==> src/rtl/cpu_defs.sv <==
// ---------------------------------------------------------------------------
// cpu_defs
//   Shared constants for the multicycle MIPS datapath. The register-destination
//   mux, the control FSM and the register bank all take the architectural
//   register indices from here, so $sp/$ra are defined in exactly one place.
//
//   Contents:
//     DEF_DATA_W    default datapath / register width
//     DEF_ADDR_W    default register index width
//     REG_ZERO      $zero index (hard-wired zero)
//     REG_SP        $sp index (non-zero reset value)
//     REG_RA        $ra index (link target)
//     SP_RESET_VAL  reset value of $sp
// ---------------------------------------------------------------------------
package cpu_defs;

    localparam int unsigned DEF_DATA_W   = 32;
    localparam int unsigned DEF_ADDR_W   = 5;

    localparam int unsigned REG_ZERO     = 0;
    localparam int unsigned REG_SP       = 29;
    localparam int unsigned REG_RA       = 31;

    localparam int unsigned SP_RESET_VAL = 227;

endpackage : cpu_defs

==> src/rtl/reg_en_ar.sv <==
// ---------------------------------------------------------------------------
// reg_en_ar
//   N-bit register with load enable and asynchronous active-low reset.
//   The reset value is a parameter so that one cell type covers both the
//   ordinary registers (reset to zero) and $sp (reset to a stack base).
//
//   Ports:
//     clk    in   1   rising-edge clock
//     rst_n  in   1   asynchronous, active-low reset -> q = RESET_VAL
//     en     in   1   load enable, sampled at rising clk edge
//     d      in   N   data to load
//     q      out  N   stored value
// ---------------------------------------------------------------------------
module reg_en_ar #(
    parameter int unsigned     N         = 32,
    parameter logic [N-1:0]    RESET_VAL = '0
) (
    input  logic         clk,
    input  logic         rst_n,
    input  logic         en,
    input  logic [N-1:0] d,
    output logic [N-1:0] q
);

    always_ff @(posedge clk or negedge rst_n) begin
        if (!rst_n) begin
            q <= RESET_VAL;
        end else if (en) begin
            q <= d;
        end
    end

endmodule : reg_en_ar

==> src/rtl/banco_reg_wb.sv <==
// ---------------------------------------------------------------------------
// banco_reg_wb
//   32 x 32-bit general-purpose register bank of the multicycle MIPS datapath.
//   Two combinational read ports feed the A/B operand latches; one synchronous
//   write port is driven in the write-back and link states. $zero is a
//   constant, $sp resets to a non-zero stack base.
//
//   Parameters:
//     DATA_W    register width in bits
//     ADDR_W    register index width (2**ADDR_W registers)
//     SP_IDX    index of the stack pointer register
//     SP_RESET  reset value of register SP_IDX
//     BYPASS    1: a read of the register being written this cycle returns
//               WriteData; 0: it returns the old contents
//
//   Ports:
//     clk        in   1       rising-edge clock
//     reset      in   1       asynchronous, active-low reset
//     RegWrite   in   1       write enable, sampled at rising clk edge
//     ReadReg1   in   ADDR_W  read port 1 index (instr[25:21])
//     ReadReg2   in   ADDR_W  read port 2 index (instr[20:16])
//     WriteReg   in   ADDR_W  write index, from register-destination mux
//     WriteData  in   DATA_W  write data, from memory-to-register mux
//     ReadData1  out  DATA_W  contents of ReadReg1
//     ReadData2  out  DATA_W  contents of ReadReg2
// ---------------------------------------------------------------------------
module banco_reg_wb
    import cpu_defs::*;
#(
    parameter int unsigned DATA_W   = DEF_DATA_W,
    parameter int unsigned ADDR_W   = DEF_ADDR_W,
    parameter int unsigned SP_IDX   = REG_SP,
    parameter int unsigned SP_RESET = SP_RESET_VAL,
    parameter bit          BYPASS   = 1'b0
) (
    input  logic              clk,
    input  logic              reset,
    input  logic              RegWrite,
    input  logic [ADDR_W-1:0] ReadReg1,
    input  logic [ADDR_W-1:0] ReadReg2,
    input  logic [ADDR_W-1:0] WriteReg,
    input  logic [DATA_W-1:0] WriteData,
    output logic [DATA_W-1:0] ReadData1,
    output logic [DATA_W-1:0] ReadData2
);

    localparam int unsigned NREG = 1 << ADDR_W;

    // Register contents as seen by the read muxes; entry 0 is a constant.
    logic [DATA_W-1:0] regs [NREG];

    // One-hot write enables for the stored registers 1..NREG-1.
    logic [NREG-1:1]   we;

    // Write is effective only for a non-zero index with RegWrite high.
    logic              wr_live;

    assign wr_live = RegWrite && (WriteReg != ADDR_W'(REG_ZERO));

    // -----------------------------------------------------------------------
    // Write-enable decoder
    // -----------------------------------------------------------------------
    always_comb begin
        we = '0;
        for (int unsigned i = 1; i < NREG; i++) begin
            we[i] = RegWrite && (WriteReg == ADDR_W'(i));
        end
    end

    // -----------------------------------------------------------------------
    // Storage: index 0 is hard-wired, 1..NREG-1 are enable registers
    // -----------------------------------------------------------------------
    assign regs[0] = '0;

    for (genvar g = 1; g < NREG; g++) begin : g_reg
        localparam logic [DATA_W-1:0] RST_VAL =
            (g == SP_IDX) ? DATA_W'(SP_RESET) : '0;

        reg_en_ar #(
            .N         (DATA_W),
            .RESET_VAL (RST_VAL)
        ) u_reg (
            .clk   (clk),
            .rst_n (reset),
            .en    (we[g]),
            .d     (WriteData),
            .q     (regs[g])
        );
    end

    // -----------------------------------------------------------------------
    // Read muxes with optional write-through bypass
    // -----------------------------------------------------------------------
    // The bypass is also gated by reset so that, while reset is held, both
    // ports show the reset contents rather than the pending write data.
    always_comb begin
        ReadData1 = regs[ReadReg1];
        if (BYPASS && reset && wr_live && (WriteReg == ReadReg1)) begin
            ReadData1 = WriteData;
        end
    end

    always_comb begin
        ReadData2 = regs[ReadReg2];
        if (BYPASS && reset && wr_live && (WriteReg == ReadReg2)) begin
            ReadData2 = WriteData;
        end
    end

endmodule : banco_reg_wb

==> config.mk <==
export PLATFORM = sky130hd
export DESIGN_NAME = banco_reg_wb
export DESIGN_NICKNAME = d
export VERILOG_FILES = /design/src/rtl/cpu_defs.sv /design/src/rtl/reg_en_ar.sv /design/src/rtl/banco_reg_wb.sv
export SDC_FILE = /design/constraint.sdc
export NUM_CORES = 2
export LEC_CHECK = 0
export ABC_AREA = 1
export CAP_MARGIN = 40
export CELL_PAD_IN_SITES_DETAIL_PLACEMENT = 1
export CELL_PAD_IN_SITES_GLOBAL_PLACEMENT = 2
export CORE_MARGIN = 3
export CORE_UTILIZATION = 36
export DETAILED_ROUTE_END_ITERATION = 10
export GPL_ROUTABILITY_DRIVEN = 0
export PLACE_DENSITY = 0.8
export SLEW_MARGIN = 40
export SYNTH_ARGS = -nofsm -noshare
export SYNTH_HDL_FRONTEND = slang
export SYNTH_SLANG_ARGS = --single-unit
export TNS_END_PERCENT = 50
==> constraint.sdc <==
create_clock -name clk -period 2.3 [get_ports clk]
set_clock_uncertainty 0.15 [all_clocks]
set_input_delay 0.46 -clock clk [delete_from_list [all_inputs] [get_ports clk]]
set_output_delay 0.46 -clock clk [all_outputs]
set_load 0.03 [all_outputs]
* Word level (Yosys, flattened, before mapping) *
Cells that the tools add are included.

operators by class
  add/subtract/negate cells = 0
  $mul = 0
  div/mod/pow operators = 0
  order comparisons = 2
  equal/unequal tests = 31
  shift-type cells = 0
  multiplexer cells = 6
  bitwise gates (word level) = 2
  reductions and logical operators = 31

operators with widths
  cell                number
  $bmux 32 s5         2
  $mux 32             4
  $eq 5x5->1 const B  16
  $eq 5x4->1 const B  8
  $logic_and 1x1->1   31
  $eq 5x3->1 const B  4
  $ge 6x6->1 const B  2
  $not 5->6           2
  $eq 5x2->1 const B  2
  $eq 5x1->1 const B  1

storage, ports and cells
  bits in registers = 992
  bits in latches = 0
  bits in writable memories = 0
  bits in read-only memories = 0
  input bits = 50
  output and inout bits = 64
  logic and storage cells = 103
  memories kept = 0

* Depth between registers and ports, before layout *
  depth after elaboration = 4
  depth in mapped cells = 12
  depth with buffers taken out = 8

* Hierarchy *
A second synthesis with hierarchy kept.

second synthesis, totals
  cell total of the unflattened synthesis = 9242
  area, all modules = 61600.3 µm²

by module, submodules not included
  module                            instances  cells an instance  area each (µm²)  seq. area each (µm²)
  reg_en_ar at g_reg[10].u_reg ...  30         136                1292.5           800.8
  banco_reg_wb                      1          5026               21526.9          0.0
  reg_en_ar at g_reg[29].u_reg      1          136                1298.7           807.0

* Worst setup path before layout *
OpenSTA, ideal clock, no wires.

  path kind = input -> output
  start point = input port ReadReg2[0]
  end point = output port ReadData2[25]
  arrival = 1641 ps
  data required time = 1690 ps
  slack = 49 ps
  cell stages on the path = 11
  buffers on the path = 4
  cells stage by stage = buf_2 inv_2 buf_6 buf_4 buf_2 nand2_1 nand3_1 nand3_1 nand3_1 nand3_1 nand2_1

between the ends
  longest elaborated chain between the ends = 4

RTL lines
  what                                         line                 source
  from (decl)                                  banco_reg_wb.sv:40   input logic [ADDR_W-1:0] ReadReg2,
  $not 5->6 (not written as such)              banco_reg_wb.sv:104  ReadData2 = regs[ReadReg2];
  $bmux 32 s5                                  banco_reg_wb.sv:104
  $mux 32 (not written as such) (2 in series)  banco_reg_wb.sv:104
  to (decl)                                    banco_reg_wb.sv:44   output logic [DATA_W-1:0] ReadData2

No other way between the ends. The select of a mux whose other input is x is not followed.

* Final worst setup path *
  start point = input port ReadReg2[1]
  end point = output port ReadData2[8]

The elaborated chain is that of the path after synthesis.

==> summary.json <==
{
  "post-route-util_pct": 47.75,
  "synth.yosys.warnings": 0,
  "die-area_sq_um": 160900,
  "drt_first_pass_iters": 5,
  "design_area_sq_um": 73810,
  "synth_area_sq_um": 56190,
  "period_minus_slack_ns": 2.643,
  "cts_h_tree_depth": 3,
  "clock_sink_count": 992,
  "setup_viol": 64,
  "most_common_library_cell_in_the_layout_ignoring_fill_and_taps": "nand2_1",
  "die_h_um": 401.1,
  "final_critical_path_setup_slack_ns": -0.3429,
  "outcome": "finished with violations",
  "drive_gt1_share_pct": 20.97,
  "number_of_core_rows": 144,
  "critical_path.reg2reg.endpoint": "g_reg[8].u_reg.q[24]$_DFFE_PN0P_",
  "seq_power_share_pct": 39.7,
  "initial_core_util_pct": 36.35,
  "most-common-layout-cells": "2726 x nand2_1, 1203 x nand3_1, 987 x dfrtp_1, 905 x o21ai_0, 510 x inv_1",
  "fin_nets": 8610,
  "cp-end-kind": "output port",
  "antenna_violating_nets_post_route": 0,
  "clk_pin_slew_worst_paths_ns": 0.05,
  "timing.critical_path.to": "ReadData2[8]",
  "maxSlewHeadroom_pct": 56.40,
  "detailed_place_hpwl_um": 172000,
  "combinationalPowerShare_pct": 25.1,
  "violations": "setup timing",
  "detail_route.drc_violations": 0,
  "dr.first_iter.drc_count": 5005,
  "reg_top3": "g.u_reg.q (992)",
  "p_int_w": 0.03858,
  "wire_per_inst_um": 25.11,
  "placement.cell_area_sq_um": 65270,
  "power.leakage_nw": 35.76,
  "numCtsBuffers": 121,
  "min_path_type": "register to register",
  "postSynthCellCount": 8309,
  "crit_start": "ReadReg2[1]",
  "chipWidth_um": 401.1,
  "setup_slack_on_the_worst_flop_to_flop_path_ns": 1.23,
  "reg2regPathDepth": 4,
  "registers.top_by_ff_count": "g.u_reg.q",
  "timing.critical_path.fanout_max": 9,
  "grt_pass1_wl_um": 399200,
  "seq_area_frac_synth_pct": 44.19,
  "vdd_ir_drop_max_mv": 0.6720,
  "cts_tree": "done",
  "critical_path_required_ns": 1.69,
  "startpoint_type": "input pin",
  "critPathKind": "input pin to output port",
  "design.portCount": 114,
  "clock_path_buffers": 3,
  "grt_usage_pct": 32.33,
  "synth_nets": 8359,
  "p_per_area_nw_per_um2": 786.4,
  "fmax_ghz": 0.3784,
  "switchingPower_w": 0.01946,
  "via_cell_ratio": 5.594,
  "worstSkewPairLatency_ns": 0.75,
  "area.growth.synth_to_final_pct": 31.36,
  "first_global_vias": 61740,
  "number_of_antenna_violations_at_the_first_check_in_global_routing": 4,
  "wirelength_um": 268900,
  "port_buffers": 113,
  "hold_viol": 0,
  "cts_root_buffer": "clkbuf_16",
  "maxCapViolCount": 0,
  "rsz_0062_raised_after_global_routing": "yes",
  "r2r-start": "g_reg[8].u_reg.q[24]$_DFFE_PN0P_",
  "globalRoute.totalOverflow": 0,
  "final_min_period_over_clock_period_pct": 114.9,
  "synth_area_per_cell_sq_um": 6.763,
  "grt_max_degree": 106,
  "ys_types": 20,
  "synth-seq-cells": 992,
  "final-max-slew-violation-count": 0,
  "worstMarginPinSlew_ns": 0.6541,
  "netSwitchingFraction_pct": 33.53,
  "share_clk_of_total_power_pct": 35.3,
  "timing.critical_path.arrival_ns": 2.03,
  "core_area_sq_um": 154600,
  "via_count": 59920,
  "largest_register_ffs": 992
}
power by group through the flow:
stage | combinational (W) | clock, W | sequential [W]
finish | 0.0146 | 0.0205 | 0.0230
global route | 0.0163 | 0.0216 | 0.0234
CTS | 0.0135 | 0.0208 | 0.0229
detailed placement | 0.0129 | 0 | 0.0231
global placement | 0.0125 | 0 | 0.0230
floorplan | 0.00787 | 0 | 0.0225
critical path, cell delays in order:
cell       delay (ns)
buf_8            0.15
nor2_4           0.18
buf_6            0.17
buf_12           0.20
clkbuf_16        0.19
nand2_1          0.05
nand3_1          0.08
nand3_1          0.11
nand3_2          0.15
nand2_4          0.08
buf_12           0.14
cells in the mapped netlist:
library cell	instances	area (sq um)
o21ai_1	87	435.4
buf_1	49	183.9
buf_2	205	1026
a21oi_1	256	1281
nand2_1	2925	10980
nor2_1	129	484.2
dfstp_2	5	131.4
dfrtp_1	987	24700
o21ai_0	905	4529
buf_6	3	33.78
inv_2	6	22.52
nand2_2	18	112.6
buf_4	11	82.58
clkbuf_1	421	1580
nor2_2	10	62.56
or2_4	2	17.52
nand3_1	1541	7712
inv_1	747	2804
clkinv_1	1	3.750
nor2_4	1	11.26
layer usage:
| layer | GRT usage (%) | routed length, um | vias to the layer above | part of all wire [%] |
|---|---|---|---|---|
| met2 | 52.63 | 123000 | 2013 | 46 |
| met3 | 4.383 | 16770 | 597 | 6.2 |
| met1 | 43.86 | 117800 | 30220 | 44 |
| met5 | 0 | 0 | - | 0 |
| met4 | 11.90 | 11390 | 0 | 4.2 |
| li1 | - | - | 27090 | - |
area by class of cell:
class | instances | area (sq um)
diodes | 2 | 5.005
clock buffers | 173 | 3556
clock inverters | 55 | 653.1
fillers | 19010 | 80770
inverters | 754 | 2880
multi-input cells | 5874 | 28440
flip-flops and latches | 992 | 24830
well taps | 2044 | 2557
repair buffers | 817 | 10890
kinds of logic after synthesis:
kind of cell / synth area share (%)
AOI/OAI and AO/OA: 11.12
and+or+nand+nor: 34.49
buffers and inverters: 10.21
DFF: 44.19
metrics by stage:
stage                     worst slack (ns)  hold WS (ns)  power, W  std cells  TNS, ns
after floorplan                    0.04872       0.01441   0.03036       8309        0
after global placement             -0.4243        0.2227   0.03545      10340  -101.32
after detailed placement           -0.4563        0.2146   0.03601      10340  -131.48
after CTS                          -0.4106        0.3373   0.05721      10600   -19.50
after global routing               -0.4354        0.3522   0.06128      10710   -22.74
final                              -0.3429        0.3323   0.05805      10710   -17.35
how the worst min path moves through the flow:
stage / startpoint / end / slack (ns) / cells past startpoint
global placement: reset / g_reg[24].u_reg.q[1]$_DFFE_PN0P_ / 0.22 / 1
global route: g_reg[21].u_reg.q[4]$_DFFE_PN0P_ / g_reg[21].u_reg.q[4]$_DFFE_PN0P_ / 0.35 / 2
detailed placement: reset / g_reg[24].u_reg.q[1]$_DFFE_PN0P_ / 0.21 / 1
floorplan: reset / g_reg[10].u_reg.q[0]$_DFFE_PN0P_ / 0.01 / 0
finish: g_reg[25].u_reg.q[23]$_DFFE_PN0P_ / g_reg[25].u_reg.q[23]$_DFFE_PN0P_ / 0.33 / 2
CTS: g_reg[25].u_reg.q[23]$_DFFE_PN0P_ / g_reg[25].u_reg.q[23]$_DFFE_PN0P_ / 0.34 / 2
timing repair:
action | 4_1_cts | 5_1_grt
buffers inserted | 28 | 99
hold buffers | 3 | 0
pin swaps | 167 | 210
resized for setup | 380 | 526
endpoints found under the hold margin | 555 | 0
setup endpoints to repair | 64 | 64
cloned | 6 | 15
Power figures use the tool's default switching activity.
